<file path="config.mk">
export PLATFORM = sky130hd
export DESIGN_NAME = fir_job_sequencer_flat
export DESIGN_NICKNAME = d
export VERILOG_FILES = /design/src/rtl/fir_job_sequencer_if.sv /design/src/rtl/fir_job_sequencer.sv /design/src/flat_wrapper.sv
export SDC_FILE = /design/constraint.sdc
export NUM_CORES = 1
export LEC_CHECK = 0
export BUFFER_PORTS_ARGS = -buffer_cell sky130_fd_sc_hd__buf_2
export CAP_MARGIN = 20
export CORE_MARGIN = 2
export CORE_UTILIZATION = 43
export CTS_CLUSTER_DIAMETER = 50
export DETAILED_ROUTE_END_ITERATION = 16
export GPL_ROUTABILITY_DRIVEN = 1
export PLACE_DENSITY_LB_ADDON = 0.08
export SLEW_MARGIN = 20
export SYNTH_ARGS = -nofsm -noshare
export SYNTH_HDL_FRONTEND = slang
export SYNTH_SLANG_ARGS = --single-unit
</file>
<file path="constraint.sdc">
create_clock -name axis_clk -period 4.4 [get_ports axis_clk]
set_input_delay 0.88 -clock axis_clk [delete_from_list [all_inputs] [get_ports axis_clk]]
set_output_delay 0.88 -clock axis_clk [all_outputs]
set_load 0.02 [all_outputs]
</file>
<file path="src/rtl/fir_job_sequencer_if.sv">
// Bus bundle between the job sequencer and the fir_lab4 engine:
// AXI-lite write/read channels plus the X (ss) and Y (sm) AXI-stream channels.
interface fir_job_sequencer_if #(
    parameter int unsigned pADDR_WIDTH = 12,
    parameter int unsigned pDATA_WIDTH = 32
);
    logic                   awvalid;
    logic                   awready;
    logic [pADDR_WIDTH-1:0] awaddr;
    logic                   wvalid;
    logic                   wready;
    logic [pDATA_WIDTH-1:0] wdata;
    logic                   arvalid;
    logic                   arready;
    logic [pADDR_WIDTH-1:0] araddr;
    logic                   rvalid;
    logic                   rready;
    logic [pDATA_WIDTH-1:0] rdata;
    logic                   ss_tvalid;
    logic                   ss_tready;
    logic                   ss_tlast;
    logic [pDATA_WIDTH-1:0] ss_tdata;
    logic                   sm_tvalid;
    logic                   sm_tready;
    logic                   sm_tlast;
    logic [pDATA_WIDTH-1:0] sm_tdata;

    modport master (
        output awvalid, awaddr, wvalid, wdata, arvalid, araddr, rready,
        output ss_tvalid, ss_tdata, ss_tlast, sm_tready,
        input  awready, wready, arready, rvalid, rdata,
        input  ss_tready, sm_tvalid, sm_tdata, sm_tlast
    );

    modport slave (
        input  awvalid, awaddr, wvalid, wdata, arvalid, araddr, rready,
        input  ss_tvalid, ss_tdata, ss_tlast, sm_tready,
        output awready, wready, arready, rvalid, rdata,
        output ss_tready, sm_tvalid, sm_tdata, sm_tlast
    );
endinterface

</file>
<file path="src/rtl/fir_job_sequencer.sv">
// Runs one complete FIR job per command: program length and taps, start the engine,
// stream X in and Y out, then poll ap_done.
module fir_job_sequencer #(
    parameter int unsigned pADDR_WIDTH = 12,
    parameter int unsigned pDATA_WIDTH = 32,
    parameter int unsigned Tape_Num    = 11,
    parameter int unsigned POLL_MAX    = 255
) (
    input  logic                            axis_clk,
    input  logic                            axis_rst_n,
    input  logic                            cmd_start,
    input  logic [pDATA_WIDTH-1:0]          cmd_len,
    input  logic [Tape_Num*pDATA_WIDTH-1:0] cmd_taps,
    output logic                            busy,
    output logic                            done,
    output logic                            err,
    fir_job_sequencer_if.master             fir,
    input  logic                            x_valid,
    output logic                            x_ready,
    input  logic [pDATA_WIDTH-1:0]          x_data,
    output logic                            y_valid,
    input  logic                            y_ready,
    output logic [pDATA_WIDTH-1:0]          y_data,
    output logic                            y_last
);
    localparam int unsigned TapW = (Tape_Num > 1) ? $clog2(Tape_Num) : 1;
    localparam logic [pADDR_WIDTH-1:0] AddrCtrl = 'h00;
    localparam logic [pADDR_WIDTH-1:0] AddrLen  = 'h10;
    localparam logic [pADDR_WIDTH-1:0] AddrTap  = 'h40;

    typedef enum logic [2:0] {
        StIdle, StWrLen, StWrTap, StWrStart, StStream, StPoll, StDone
    } state_e;

    state_e                          state_q, state_d;
    logic [pDATA_WIDTH-1:0]          len_q, len_d;
    logic [Tape_Num*pDATA_WIDTH-1:0] taps_q, taps_d;
    logic [TapW-1:0]                 tap_idx_q, tap_idx_d;
    logic                            aw_ok_q, aw_ok_d, w_ok_q, w_ok_d;
    logic [31:0]                     x_cnt_q, x_cnt_d, y_cnt_q, y_cnt_d;
    logic [31:0]                     poll_cnt_q, poll_cnt_d;
    logic                            rd_wait_q, rd_wait_d;
    logic                            err_q, err_d;

    logic wr_state, aw_hs, w_hs, wr_done, x_open, y_open, x_hs, y_hs;
    logic unused_rdata;

    // Only ap_done is consumed from the status word.
    assign unused_rdata = ^{fir.rdata[pDATA_WIDTH-1:2], fir.rdata[0]};

    always_comb begin
        wr_state = (state_q == StWrLen) || (state_q == StWrTap) || (state_q == StWrStart);
        x_open   = (state_q == StStream) && (x_cnt_q < len_q);
        y_open   = (state_q == StStream) && (y_cnt_q < len_q);

        fir.awvalid   = wr_state && !aw_ok_q;
        fir.wvalid    = wr_state && !w_ok_q;
        fir.awaddr    = '0;
        fir.wdata     = '0;
        case (state_q)
            StWrLen: begin
                fir.awaddr = AddrLen;
                fir.wdata  = len_q;
            end
            StWrTap: begin
                fir.awaddr = AddrTap + pADDR_WIDTH'({tap_idx_q, 2'b00});
                fir.wdata  = taps_q[tap_idx_q*pDATA_WIDTH +: pDATA_WIDTH];
            end
            StWrStart: begin
                fir.awaddr = AddrCtrl;
                fir.wdata  = pDATA_WIDTH'(1);
            end
            default: ;
        endcase

        fir.arvalid   = (state_q == StPoll) && !rd_wait_q;
        fir.rready    = (state_q == StPoll) && rd_wait_q;
        fir.araddr    = AddrCtrl;

        fir.ss_tvalid = x_valid && x_open;
        fir.ss_tdata  = x_data;
        fir.ss_tlast  = (state_q == StStream) && (x_cnt_q == len_q - 1'b1);
        x_ready       = fir.ss_tready && x_open;

        y_valid       = fir.sm_tvalid && y_open;
        fir.sm_tready = y_ready && y_open;
        y_data        = fir.sm_tdata;
        y_last        = fir.sm_tlast;

        aw_hs   = fir.awvalid && fir.awready;
        w_hs    = fir.wvalid && fir.wready;
        wr_done = (aw_ok_q || aw_hs) && (w_ok_q || w_hs);
        x_hs    = fir.ss_tvalid && fir.ss_tready;
        y_hs    = fir.sm_tvalid && fir.sm_tready;

        busy = (state_q != StIdle) && (state_q != StDone);
        done = (state_q == StDone);
        err  = err_q;
    end

    always_comb begin
        state_d    = state_q;
        len_d      = len_q;
        taps_d     = taps_q;
        tap_idx_d  = tap_idx_q;
        aw_ok_d    = aw_ok_q;
        w_ok_d     = w_ok_q;
        x_cnt_d    = x_cnt_q;
        y_cnt_d    = y_cnt_q;
        poll_cnt_d = poll_cnt_q;
        rd_wait_d  = rd_wait_q;
        err_d      = err_q;

        // Address and data phases may complete in different cycles; remember which is done.
        if (wr_state) begin
            aw_ok_d = wr_done ? 1'b0 : (aw_ok_q || aw_hs);
            w_ok_d  = wr_done ? 1'b0 : (w_ok_q || w_hs);
        end

        case (state_q)
            StIdle: begin
                if (cmd_start) begin
                    len_d      = cmd_len;
                    taps_d     = cmd_taps;
                    tap_idx_d  = '0;
                    x_cnt_d    = '0;
                    y_cnt_d    = '0;
                    poll_cnt_d = '0;
                    rd_wait_d  = 1'b0;
                    err_d      = (cmd_len == '0);
                    state_d    = (cmd_len == '0) ? StDone : StWrLen;
                end
            end
            StWrLen: if (wr_done) state_d = StWrTap;
            StWrTap: begin
                if (wr_done) begin
                    if (tap_idx_q == TapW'(Tape_Num - 1)) state_d = StWrStart;
                    else tap_idx_d = tap_idx_q + 1'b1;
                end
            end
            StWrStart: if (wr_done) state_d = StStream;
            StStream: begin
                if (x_hs) x_cnt_d = x_cnt_q + 1;
                if (y_hs) begin
                    y_cnt_d = y_cnt_q + 1;
                    if (fir.sm_tlast != (y_cnt_q == len_q - 1'b1)) err_d = 1'b1;
                end
                if ((x_cnt_d == len_q) && (y_cnt_d == len_q)) state_d = StPoll;
            end
            StPoll: begin
                if (!rd_wait_q) begin
                    if (fir.arready) rd_wait_d = 1'b1;
                end else if (fir.rvalid) begin
                    rd_wait_d  = 1'b0;
                    poll_cnt_d = poll_cnt_q + 1;
                    if (fir.rdata[1]) begin
                        state_d = StDone;
                    end else if (poll_cnt_d >= POLL_MAX) begin
                        err_d   = 1'b1;
                        state_d = StDone;
                    end
                end
            end
            StDone:  state_d = StIdle;
            default: state_d = StIdle;
        endcase
    end

    always_ff @(posedge axis_clk or negedge axis_rst_n) begin
        if (!axis_rst_n) begin
            state_q    <= StIdle;
            len_q      <= '0;
            taps_q     <= '0;
            tap_idx_q  <= '0;
            aw_ok_q    <= 1'b0;
            w_ok_q     <= 1'b0;
            x_cnt_q    <= '0;
            y_cnt_q    <= '0;
            poll_cnt_q <= '0;
            rd_wait_q  <= 1'b0;
            err_q      <= 1'b0;
        end else begin
            state_q    <= state_d;
            len_q      <= len_d;
            taps_q     <= taps_d;
            tap_idx_q  <= tap_idx_d;
            aw_ok_q    <= aw_ok_d;
            w_ok_q     <= w_ok_d;
            x_cnt_q    <= x_cnt_d;
            y_cnt_q    <= y_cnt_d;
            poll_cnt_q <= poll_cnt_d;
            rd_wait_q  <= rd_wait_d;
            err_q      <= err_d;
        end
    end
endmodule

</file>
<file path="src/flat_wrapper.sv">
// flat-port wrapper written by rule: the top's interface ports become plain ports
module fir_job_sequencer_flat 
#(
    parameter int unsigned pADDR_WIDTH = 12,
    parameter int unsigned pDATA_WIDTH = 32,
    parameter int unsigned Tape_Num    = 11,
    parameter int unsigned POLL_MAX    = 255
)
  (axis_clk, axis_rst_n, cmd_start, cmd_len, cmd_taps, busy, done, err, x_valid, x_ready, x_data, y_valid, y_ready, y_data, y_last, fir_awvalid, fir_awaddr, fir_wvalid, fir_wdata, fir_arvalid, fir_araddr, fir_rready, fir_ss_tvalid, fir_ss_tdata, fir_ss_tlast, fir_sm_tready, fir_awready, fir_wready, fir_arready, fir_rvalid, fir_rdata, fir_ss_tready, fir_sm_tvalid, fir_sm_tdata, fir_sm_tlast);
  fir_job_sequencer_if #(.pADDR_WIDTH(pADDR_WIDTH), .pDATA_WIDTH(pDATA_WIDTH)) fir_i ();
  input  logic axis_clk;
  input  logic axis_rst_n;
  input  logic cmd_start;
  input  logic [pDATA_WIDTH-1:0] cmd_len;
  input  logic [Tape_Num*pDATA_WIDTH-1:0] cmd_taps;
  output logic busy;
  output logic done;
  output logic err;
  input  logic x_valid;
  output logic x_ready;
  input  logic [pDATA_WIDTH-1:0] x_data;
  output logic y_valid;
  input  logic y_ready;
  output logic [pDATA_WIDTH-1:0] y_data;
  output logic y_last;
  output wire logic [$bits(fir_i.awvalid)-1:0] fir_awvalid;
  output wire logic [$bits(fir_i.awaddr)-1:0] fir_awaddr;
  output wire logic [$bits(fir_i.wvalid)-1:0] fir_wvalid;
  output wire logic [$bits(fir_i.wdata)-1:0] fir_wdata;
  output wire logic [$bits(fir_i.arvalid)-1:0] fir_arvalid;
  output wire logic [$bits(fir_i.araddr)-1:0] fir_araddr;
  output wire logic [$bits(fir_i.rready)-1:0] fir_rready;
  output wire logic [$bits(fir_i.ss_tvalid)-1:0] fir_ss_tvalid;
  output wire logic [$bits(fir_i.ss_tdata)-1:0] fir_ss_tdata;
  output wire logic [$bits(fir_i.ss_tlast)-1:0] fir_ss_tlast;
  output wire logic [$bits(fir_i.sm_tready)-1:0] fir_sm_tready;
  input wire logic [$bits(fir_i.awready)-1:0] fir_awready;
  input wire logic [$bits(fir_i.wready)-1:0] fir_wready;
  input wire logic [$bits(fir_i.arready)-1:0] fir_arready;
  input wire logic [$bits(fir_i.rvalid)-1:0] fir_rvalid;
  input wire logic [$bits(fir_i.rdata)-1:0] fir_rdata;
  input wire logic [$bits(fir_i.ss_tready)-1:0] fir_ss_tready;
  input wire logic [$bits(fir_i.sm_tvalid)-1:0] fir_sm_tvalid;
  input wire logic [$bits(fir_i.sm_tdata)-1:0] fir_sm_tdata;
  input wire logic [$bits(fir_i.sm_tlast)-1:0] fir_sm_tlast;
  assign fir_awvalid = fir_i.awvalid;
  assign fir_awaddr = fir_i.awaddr;
  assign fir_wvalid = fir_i.wvalid;
  assign fir_wdata = fir_i.wdata;
  assign fir_arvalid = fir_i.arvalid;
  assign fir_araddr = fir_i.araddr;
  assign fir_rready = fir_i.rready;
  assign fir_ss_tvalid = fir_i.ss_tvalid;
  assign fir_ss_tdata = fir_i.ss_tdata;
  assign fir_ss_tlast = fir_i.ss_tlast;
  assign fir_sm_tready = fir_i.sm_tready;
  assign fir_i.awready = fir_awready;
  assign fir_i.wready = fir_wready;
  assign fir_i.arready = fir_arready;
  assign fir_i.rvalid = fir_rvalid;
  assign fir_i.rdata = fir_rdata;
  assign fir_i.ss_tready = fir_ss_tready;
  assign fir_i.sm_tvalid = fir_sm_tvalid;
  assign fir_i.sm_tdata = fir_sm_tdata;
  assign fir_i.sm_tlast = fir_sm_tlast;
  fir_job_sequencer #(.pADDR_WIDTH(pADDR_WIDTH), .pDATA_WIDTH(pDATA_WIDTH), .Tape_Num(Tape_Num), .POLL_MAX(POLL_MAX)) u_core (.axis_clk(axis_clk), .axis_rst_n(axis_rst_n), .cmd_start(cmd_start), .cmd_len(cmd_len), .cmd_taps(cmd_taps), .busy(busy), .done(done), .err(err), .fir(fir_i), .x_valid(x_valid), .x_ready(x_ready), .x_data(x_data), .y_valid(y_valid), .y_ready(y_ready), .y_data(y_data), .y_last(y_last));
endmodule
</file>
# == Word-level counts from Yosys, hierarchy flattened ==
# Cells that the tools add are included.
# word_totals
register_bits,491
in_bits,492
# classes
n_addsub,6
magnitude_cmp,3
eq_ne,27
n_shift,1
mux,43
n_reduce_logical,39
# ops
cell,n
variable part select 352 x 10 -> 32 bit,1
2-to-1 mux 32 bit,7
case mux 32 bit (2 select lines),3
equality test 32 bit,4
"adder 32 x 1 -> 32 bit, second input constant",3
case mux 32 bit (3 select lines),1
less-than comparator 32 bit,2
2-to-1 mux 3 bit,11
"greater-or-equal comparator 32 x 8 -> 1 bit, second input constant",1
logical NOT 32 bit,1
"subtractor 32 x 1 -> 32 bit, second input constant",1
case mux 12 bit (2 select lines),1
logical AND 1 bit,18
case mux 3 bit (6 select lines),1
"inequality test 2 bit, second input constant",8
2-to-1 mux 1 bit,13
2-to-1 mux 4 bit,3
"inequality test 2 x 1 -> 1 bit, second input constant",5
"equality test 3 bit, second input constant",3
AND reduction 9 bit,1
"adder 7 x 6 -> 8 bit, first input constant",1
case mux 4 bit (2 select lines),1
AND reduction 4 bit,2
AND reduction 8 bit,1
other kinds (14),26

# == Longest topological paths before layout ==
# Gate-level depths: netlist of the first run.
# depth
word_depth,10
mapped_depth,15
depth_no_buf,13

# == Worst setup path after synthesis of the first run ==
# OpenSTA, ideal clock, no wires.
# synth_path
kind,register -> output
start,register u_core.len_q[1]
end,output port fir_ss_tlast
arrival_ps,3283
t_required_ps,3520
path_slack_ps,237
stages_incl_launch_ff,14
cell_sequence,dfrtp_1 -> clkbuf_1 -> inv_1 -> ha_1 -> clkbuf_1 -> nor4b_2 -> nand4_1 -> or3_1 -> o32a_1 -> a21oi_1 -> a21oi_1 -> nor4_1 -> nand4_1 -> nor2_1
# synth_between
elab_chain_cells,3
# synth_lines
element,line_no,text
"start, declared",fir_job_sequencer.sv:36,"logic [pDATA_WIDTH-1:0] len_q, len_d;"
"start signal, assigned",fir_job_sequencer.sv:184,len_q <= len_d;
subtractor 32 x 1 -> 32 bit,fir_job_sequencer.sv:82,fir.ss_tlast = (state_q == StStream) && (x_cnt_q == len_q - 1'b1);
equality test 32 bit,fir_job_sequencer.sv:82,
logical AND 1 bit,fir_job_sequencer.sv:82,
"end, declared",flat_wrapper.sv:35,output wire logic [$bits(fir_i.ss_tlast)-1:0] fir_ss_tlast;
# Every way passes these cells.

# == Final worst setup path of the first run ==
# layout_path
start,register u_core.len_q[2]
end,output port fir_ss_tlast
# Same word-level chain as after synthesis.

==> flow_summary.json, run 1 <==
{
  "status": "finished, violations left",
  "failed_checks": "negative setup slack",
  "antenna_found_initial": 22,
  "irDropWorstVdd_mv": 0.439,
  "synth_fa_ha_area_frac": 0.0300,
  "r2r_cells": 12,
  "fp-row-count": 96,
  "final_nets": 4601,
  "crit_type": "reg -> out",
  "synth_area_mm2": 0.0296,
  "maxClockFrequency_mhz": 222,
  "cp_max_fo": 7,
  "clock_latency_ns": 0.64,
  "ys_seq_area_frac": 0.415,
  "max-cap-violations": 0,
  "vias_per_cell": 5.62,
  "portBuffers": 446,
  "hold_viol_final": 0,
  "r2r_setup_slack_ns": 0.27,
  "clock_skew_ns": 0.0252,
  "dpl-instance-area_mm2": 0.0334,
  "area_delta_synth_final_pct": 21.7,
  "r2r_start": "u_core.len_q[17]",
  "grt_util_all_layers": 0.328,
  "cp_top_family": "simple AND/OR/NAND/NOR gates",
  "hold_ws_ns": 0.260,
  "powerDensity_mw_per_mm2": 651,
  "busiest_layer": "met2",
  "synth.distinct_cells": 91,
  "rsz0062_at_grt": "true",
  "die_y_um": 266,
  "cts_buffers": 70,
  "drive_gt1_frac": 0.234,
  "dieWidth_um": 266,
  "antenna_left": 0,
  "initialDrtViolationCount": 2640,
  "setup_viol": 1,
  "place.gp.congestion": 1.01,
  "avgRoutedWirePerCell_um": 23.5,
  "routed_wl_um": 117000,
  "use_met2": 0.490,
  "grt_pass1_vias": 26893,
  "grtUsageMet1": 0.458,
  "period_needed_ns": 4.50,
  "drv_slew": 0,
  "synth_warnings": 0,
  "syn_avg_cell_area_um2": 8.24,
  "ys_ff_latch": 491,
  "yosys.area_share.simple": 0.273,
  "critPathLaunchType": "flip-flop",
  "hp-class": "in -> async",
  "n_fill_cell": 6583,
  "cts.clk_slew.worst_paths_ns": 0.05,
  "grt_pass1_wl_um": 173000,
  "p_leak_nw": 17.4,
  "worst_slew_pin_slew_ns": 0.990,
  "critPathMostFrequentCell": "buf_6",
  "syn-instance-count": 3593,
  "critical_path_buf_inv_count": 5,
  "core_area_mm2": 0.0683,
  "cp-end-kind": "output port",
  "max-slew-margin-rel": 0.338,
  "async_flop_share": 1.00,
  "cts_tree": "built",
  "synth_edf_count": 0,
  "ioPinCount": 625,
  "vias": 27996,
  "final_area_mm2": 0.0360,
  "setup_slack_ns": -0.102,
  "worstReg2RegEnd": "u_core.state_q[0]",
  "cts.path.max_buffers": 3,
  "firstDrtPassIters": 6,
  "drc": 0,
  "met3_usage": 0.0873,
  "post-route-period-util": 1.02,
  "synth_ff_type": "dfrtp_1",
  "synth_compound_area_frac": 0.108,
  "clock-sinks": 491,
  "crit_path_cell_trace": "buf_6 -> nor4b_4 -> nand4_1 -> buf_6 -> buf_6 -> nor4_4 -> buf_4 -> nand2_2 -> xnor2_1 -> nor4_1 -> nand4_1 -> nor2_2 -> buf_6",
  "htree_levels": 3,
  "synth_top_family_by_area": "simple AND/OR/NAND/NOR gates",
  "cpMaxStageDelayCell": "dfrtp_2",
  "slowest_delay_ns": 0.41,
  "dieArea_mm2": 0.0709,
  "grt-ovfl-total": 0,
  "dp_hpwl_um": 89600,
  "synth_mux_area_frac": 0.0710,
  "synth_xor_area_frac": 0.0420,
  "ctsRootBufferMaster": "clkbuf_16",
  "crit_required_ns": 3.52,
  "crit_arrival_ns": 3.62,
  "grt_start_max_net_pins": 173,
  "start_util": 0.433
}
-- sequential cells by signal, summed over array words and instances, names as in the netlist --
register,cells
u_core.aw_ok_q,1
u_core.state_q,3
u_core.w_ok_q,1
u_core.x_cnt_q,32
u_core.rd_wait_q,1
u_core.err,1
u_core.y_cnt_q,32
u_core.tap_idx_q,4
u_core.len_q,32
u_core.taps_q,352
u_core.poll_cnt_q,32
-- report_power, final --
| group | internal (mW) | leakage [nW] | switching [mW] |
|---|---|---|---|
| logic | 3.76 | 9.93 | 6.50 |
| registers | 6.25 | 6.26 | 1.04 |
| clock network | 3.53 | 1.16 | 2.36 |
-- cell usage in the layout, fill, tap and decap left out, drive strengths merged, types with 14 or more instances in the layout --
cell,instances
nand3,98
mux4,64
or2,15
mux2i,57
o21ai,182
nand4,67
o211ai,17
clkinv,18
ha,71
a21oi,134
xor2,45
a211oi,40
or4,15
nand2,1271
a31oi,25
nor3,56
clkbuf,87
inv,57
o31ai,14
nor4,56
nor2,159
dfrtp,491
xnor2,97
buf,690
and2,22
and3,32
conb,19
-- Yosys cell counts (5+ instances only) --
library cell | number | area share
and3_1 | 32 | 0.0068
nor3b_1 | 5 | 0.0013
ha_1 | 71 | 0.030
o211ai_1 | 17 | 0.0043
xnor2_1 | 97 | 0.029
or2_2 | 15 | 0.0032
nand3_1 | 98 | 0.017
clkbuf_1 | 205 | 0.026
nand2_1 | 1270 | 0.16
mux4_2 | 64 | 0.049
o31ai_1 | 14 | 0.0036
inv_1 | 47 | 0.0060
buf_2 | 21 | 0.0036
o2111ai_1 | 5 | 0.0015
buf_4 | 84 | 0.021
a211oi_1 | 40 | 0.010
xor2_1 | 45 | 0.013
nor2_1 | 158 | 0.020
a22oi_1 | 6 | 0.0015
a21oi_1 | 134 | 0.023
buf_1 | 19 | 0.0024
a31oi_1 | 24 | 0.0051
a31o_2 | 6 | 0.0018
o41ai_1 | 6 | 0.0018
or3_1 | 13 | 0.0027
o21ai_0 | 180 | 0.030
or4_1 | 12 | 0.0030
and2_1 | 20 | 0.0042
nand2b_1 | 10 | 0.0021
dfrtp_1 | 491 | 0.42
a2111oi_0 | 5 | 0.0015
and4_1 | 13 | 0.0038
nor2b_1 | 12 | 0.0025
mux2_2 | 8 | 0.0030
nor4_1 | 51 | 0.011
o21a_1 | 13 | 0.0033
nand4_1 | 67 | 0.014
nor3_1 | 54 | 0.0091
mux2i_1 | 57 | 0.019
a21o_1 | 5 | 0.0013
-- layout make-up --
class / count / area [um2] / share of cell area
multi-input combinational: 2736 / 15700 / 0.436
sequential: 491 / 12300 / 0.342
timing repair buffer: 690 / 4270 / 0.118
clock buffer: 87 / 1890 / 0.0524
tap: 882 / 1100 / 0.0306
clock inverter: 41 / 548 / 0.0152
inverter: 49 / 184 / 0.00511
antenna: 7 / 17.5 / 0.000486
-- metrics by stage --
step                      total power [mW]  TNS (ns)  std cells  worst slack (ns)  utilization
after floorplan                       13.3         0       3611             0.237            -
after global placement                17.2         0       4842            0.0949        0.488
after detailed placement              17.3         0       4842            0.0926        0.488
after CTS                             23.4   -0.0529       4975           -0.0529        0.526
after global routing                  24.8    -0.169       4979            -0.169        0.527
final                                 23.4    -0.102       4983            -0.102        0.527
-- how the worst max path moves through the flow --
stage,cells past startpoint,endpoint,start
5_1_grt,10,fir_ss_tlast,u_core.len_q[13]
2_1_floorplan,13,fir_ss_tlast,u_core.len_q[1]
3_5_place_dp,12,u_core.state_q[0],fir_ss_tready
3_3_place_gp,12,u_core.state_q[0],fir_ss_tready
6_report,13,fir_ss_tlast,u_core.len_q[2]
4_1_cts,13,fir_ss_tlast,u_core.len_q[2]
-- routing by layer --
| metal | vias to the layer above | share of wire | wire length (um) |
|---|---|---|---|
| met5 | - | 0.0021 | 241 |
| met3 | 214 | 0.089 | 10400 |
| met4 | 32 | 0.038 | 4470 |
| met1 | 13557 | 0.44 | 51000 |
| met2 | 1134 | 0.44 | 51000 |
| li1 | 13059 | - | - |
-- logic make-up (layout without fill, tap and decap cells) --
family,count (synthesis),count (layout)
buffers and inverters,384,867
adders and majority gates,71,71
xor gates and xnor gates,142,142
AOI/OAI and AO/OA,516,516
and+or+nand+nor,1859,1859
other,1,26
DFF,491,491
muxes,129,129
-- repair_timing --
action                     in CTS  in global routing
gates resized for setup        28                  7
pin swaps                       8                  4
buffers inserted                6                  1
hold buffers                    0                  0
setup endpoints to repair       1                  3
No activity file was read; power rests on OpenSTA's default activity.
==> inputs of run 2 (changes only) <==
Settings changed: MAX_ROUTING_LAYER from default to met4.
==> run 2 against run 1 <==
The flow still finishes with violations (negative setup slack). Sequential power hardly changed. Total power up 0.83%. Combinational power about the same. Clock skew is 0.021 ns higher. Global-route usage rose by 1.2 points. Critical path depth rose by 1. Non-clock buffer count up 15. Setup slack improved by 0.029 ns. Sequential share of layout area fell by 0.26 points. Clock-buffer cell count increased by 12.
==> flow_summary.json, run 2 (synthesis results as in run 1) <==
{
  "cts.path.max_buffers": 3,
  "hold_ws_ns": 0.280,
  "portBuffers": 446,
  "vias": 27921,
  "cts_buffers": 74,
  "clock_latency_ns": 0.64,
  "crit_type": "reg -> out",
  "core_area_mm2": 0.0683,
  "n_fill_cell": 6587,
  "drc": 0,
  "clock_skew_ns": 0.0466,
  "max-slew-margin-rel": 0.249,
  "hp-class": "in -> async",
  "grt-ovfl-total": 0,
  "p_leak_nw": 17.5,
  "period_needed_ns": 4.47,
  "dieArea_mm2": 0.0709,
  "final_common_cell": "nand2_1",
  "powerDensity_mw_per_mm2": 651,
  "crit_arrival_ns": 3.59,
  "ctsRootBufferMaster": "clkbuf_16",
  "antenna_left": 0,
  "vias_per_cell": 5.56,
  "avgRoutedWirePerCell_um": 23.4,
  "r2r_setup_slack_ns": 0.10,
  "status": "finished, violations left",
  "cts_tree": "built",
  "worstReg2RegEnd": "u_core.state_q[0]",
  "r2r_start": "u_core.len_q[31]",
  "worst_slew_pin_slew_ns": 1.12,
  "cts.clk_slew.worst_paths_ns": 0.05,
  "r2r_cells": 15,
  "fin_cells": 5019,
  "setup_viol": 1,
  "top_register": "u_core.taps_q",
  "grt_pass1_wl_um": 174000,
  "failed_checks": "negative setup slack",
  "dieWidth_um": 266,
  "irDropWorstVdd_mv": 0.488,
  "final_core_util": 0.531,
  "layout_common_cells": "nand2_1, dfrtp_1, buf_2",
  "largest_reg_flops": 352,
  "max-cap-violations": 0,
  "place.gp.congestion": 1.02,
  "numPlacedInstances": 4861,
  "maxClockFrequency_mhz": 224,
  "area_delta_synth_final_pct": 22.7,
  "hold_viol_final": 0,
  "critPathLaunchType": "flip-flop",
  "setup_slack_ns": -0.0722,
  "final_nets": 4620,
  "routed_wl_um": 117000,
  "drive_gt1_frac": 0.238,
  "htree_levels": 3,
  "clock-sinks": 491,
  "cp-end-kind": "output port",
  "grt_start_max_net_pins": 186,
  "die_y_um": 266,
  "tns_ns": -0.0722,
  "grt_pass1_vias": 26972,
  "rsz0062_at_grt": "true",
  "start_util": 0.433,
  "antenna_found_initial": 27,
  "firstDrtPassIters": 6,
  "post-route-period-util": 1.02,
  "grt_util_all_layers": 0.340,
  "pre_cts_slack_ns": 0.138,
  "fp-row-count": 96,
  "dp_hpwl_um": 89300,
  "ioPinCount": 625,
  "cp_max_fo": 5,
  "initialDrtViolationCount": 2742,
  "crit_required_ns": 3.52,
  "drv_slew": 0
}
run 2: cell type report:
type / count / area, um2 / share of cell area
well taps: 882 / 1100 / 0.0304
flip-flops and latches: 491 / 12300 / 0.339
clock buffers: 99 / 2070 / 0.0569
clock inverters: 33 / 469 / 0.0129
multi-input cells: 2736 / 15700 / 0.434
diodes: 24 / 60.1 / 0.00165
inverters: 49 / 184 / 0.00507
repair buffers: 705 / 4370 / 0.121
run 2: critical path, cell delays in order (launching register included):
cell and delay, ns:
dfrtp_1 0.37, buf_4 0.18, or4_4 0.58, nor4_2 0.15
buf_4 0.16, nand4_1 0.16, buf_4 0.21, nor3_2 0.16
and2_1 0.21, a211oi_1 0.08, nor3_1 0.19, a31oi_1 0.07
nor2_1 0.14, buf_4 0.14, buf_2 0.16
run 2: worst max path at each step:
| stage | from | to | slack [ns] | cells past startpoint |
|---|---|---|---|---|
| 3_3_place_gp | fir_ss_tready | u_core.state_q[0] | 0.20 | 12 |
| 6_report | u_core.len_q[22] | fir_ss_tlast | -0.07 | 14 |
| 5_1_grt | u_core.len_q[0] | fir_ss_tlast | -0.29 | 15 |
| 4_1_cts | u_core.len_q[13] | fir_ss_tlast | -0.06 | 10 |
| 3_5_place_dp | u_core.len_q[31] | u_core.state_q[0] | 0.14 | 15 |
| 2_1_floorplan | u_core.len_q[1] | fir_ss_tlast | 0.24 | 13 |
run 2: power by group:
part	internal (mW)	total, mW	switching [mW]
clock network	3.70	6.03	2.34
logic	3.78	10.3	6.52
registers	6.25	7.30	1.05
total	13.7	23.6	9.90
run 2: per-stage QoR:
step / total power, mW / area (um2)
after floorplan: 13.3 / 29700
after global placement: 17.3 / 33500
after detailed placement: 17.4 / 33500
after CTS: 23.6 / 36200
after global routing: 25.0 / 36300
final: 23.6 / 36300
run 2: routing by layer:
layer,vias up,GRT usage,wire length [um],share of wire
li1,13115,-,-,-
met3,190,0.0829,10700,0.091
met2,1162,0.492,51500,0.44
met5,-,-,0,0
met1,13454,0.466,50800,0.43
met4,0,0.116,4350,0.037
run 2: what timing repair did:
| action | CTS | global route |
|---|---|---|
| setup buffers | 2 | 0 |
| endpoints found under the hold margin | 0 | 0 |
| pin swaps | 5 | 1 |
| setup endpoints to repair | 1 | 4 |
| hold buffers | 0 | 0 |
| resized for setup | 22 | 10 |
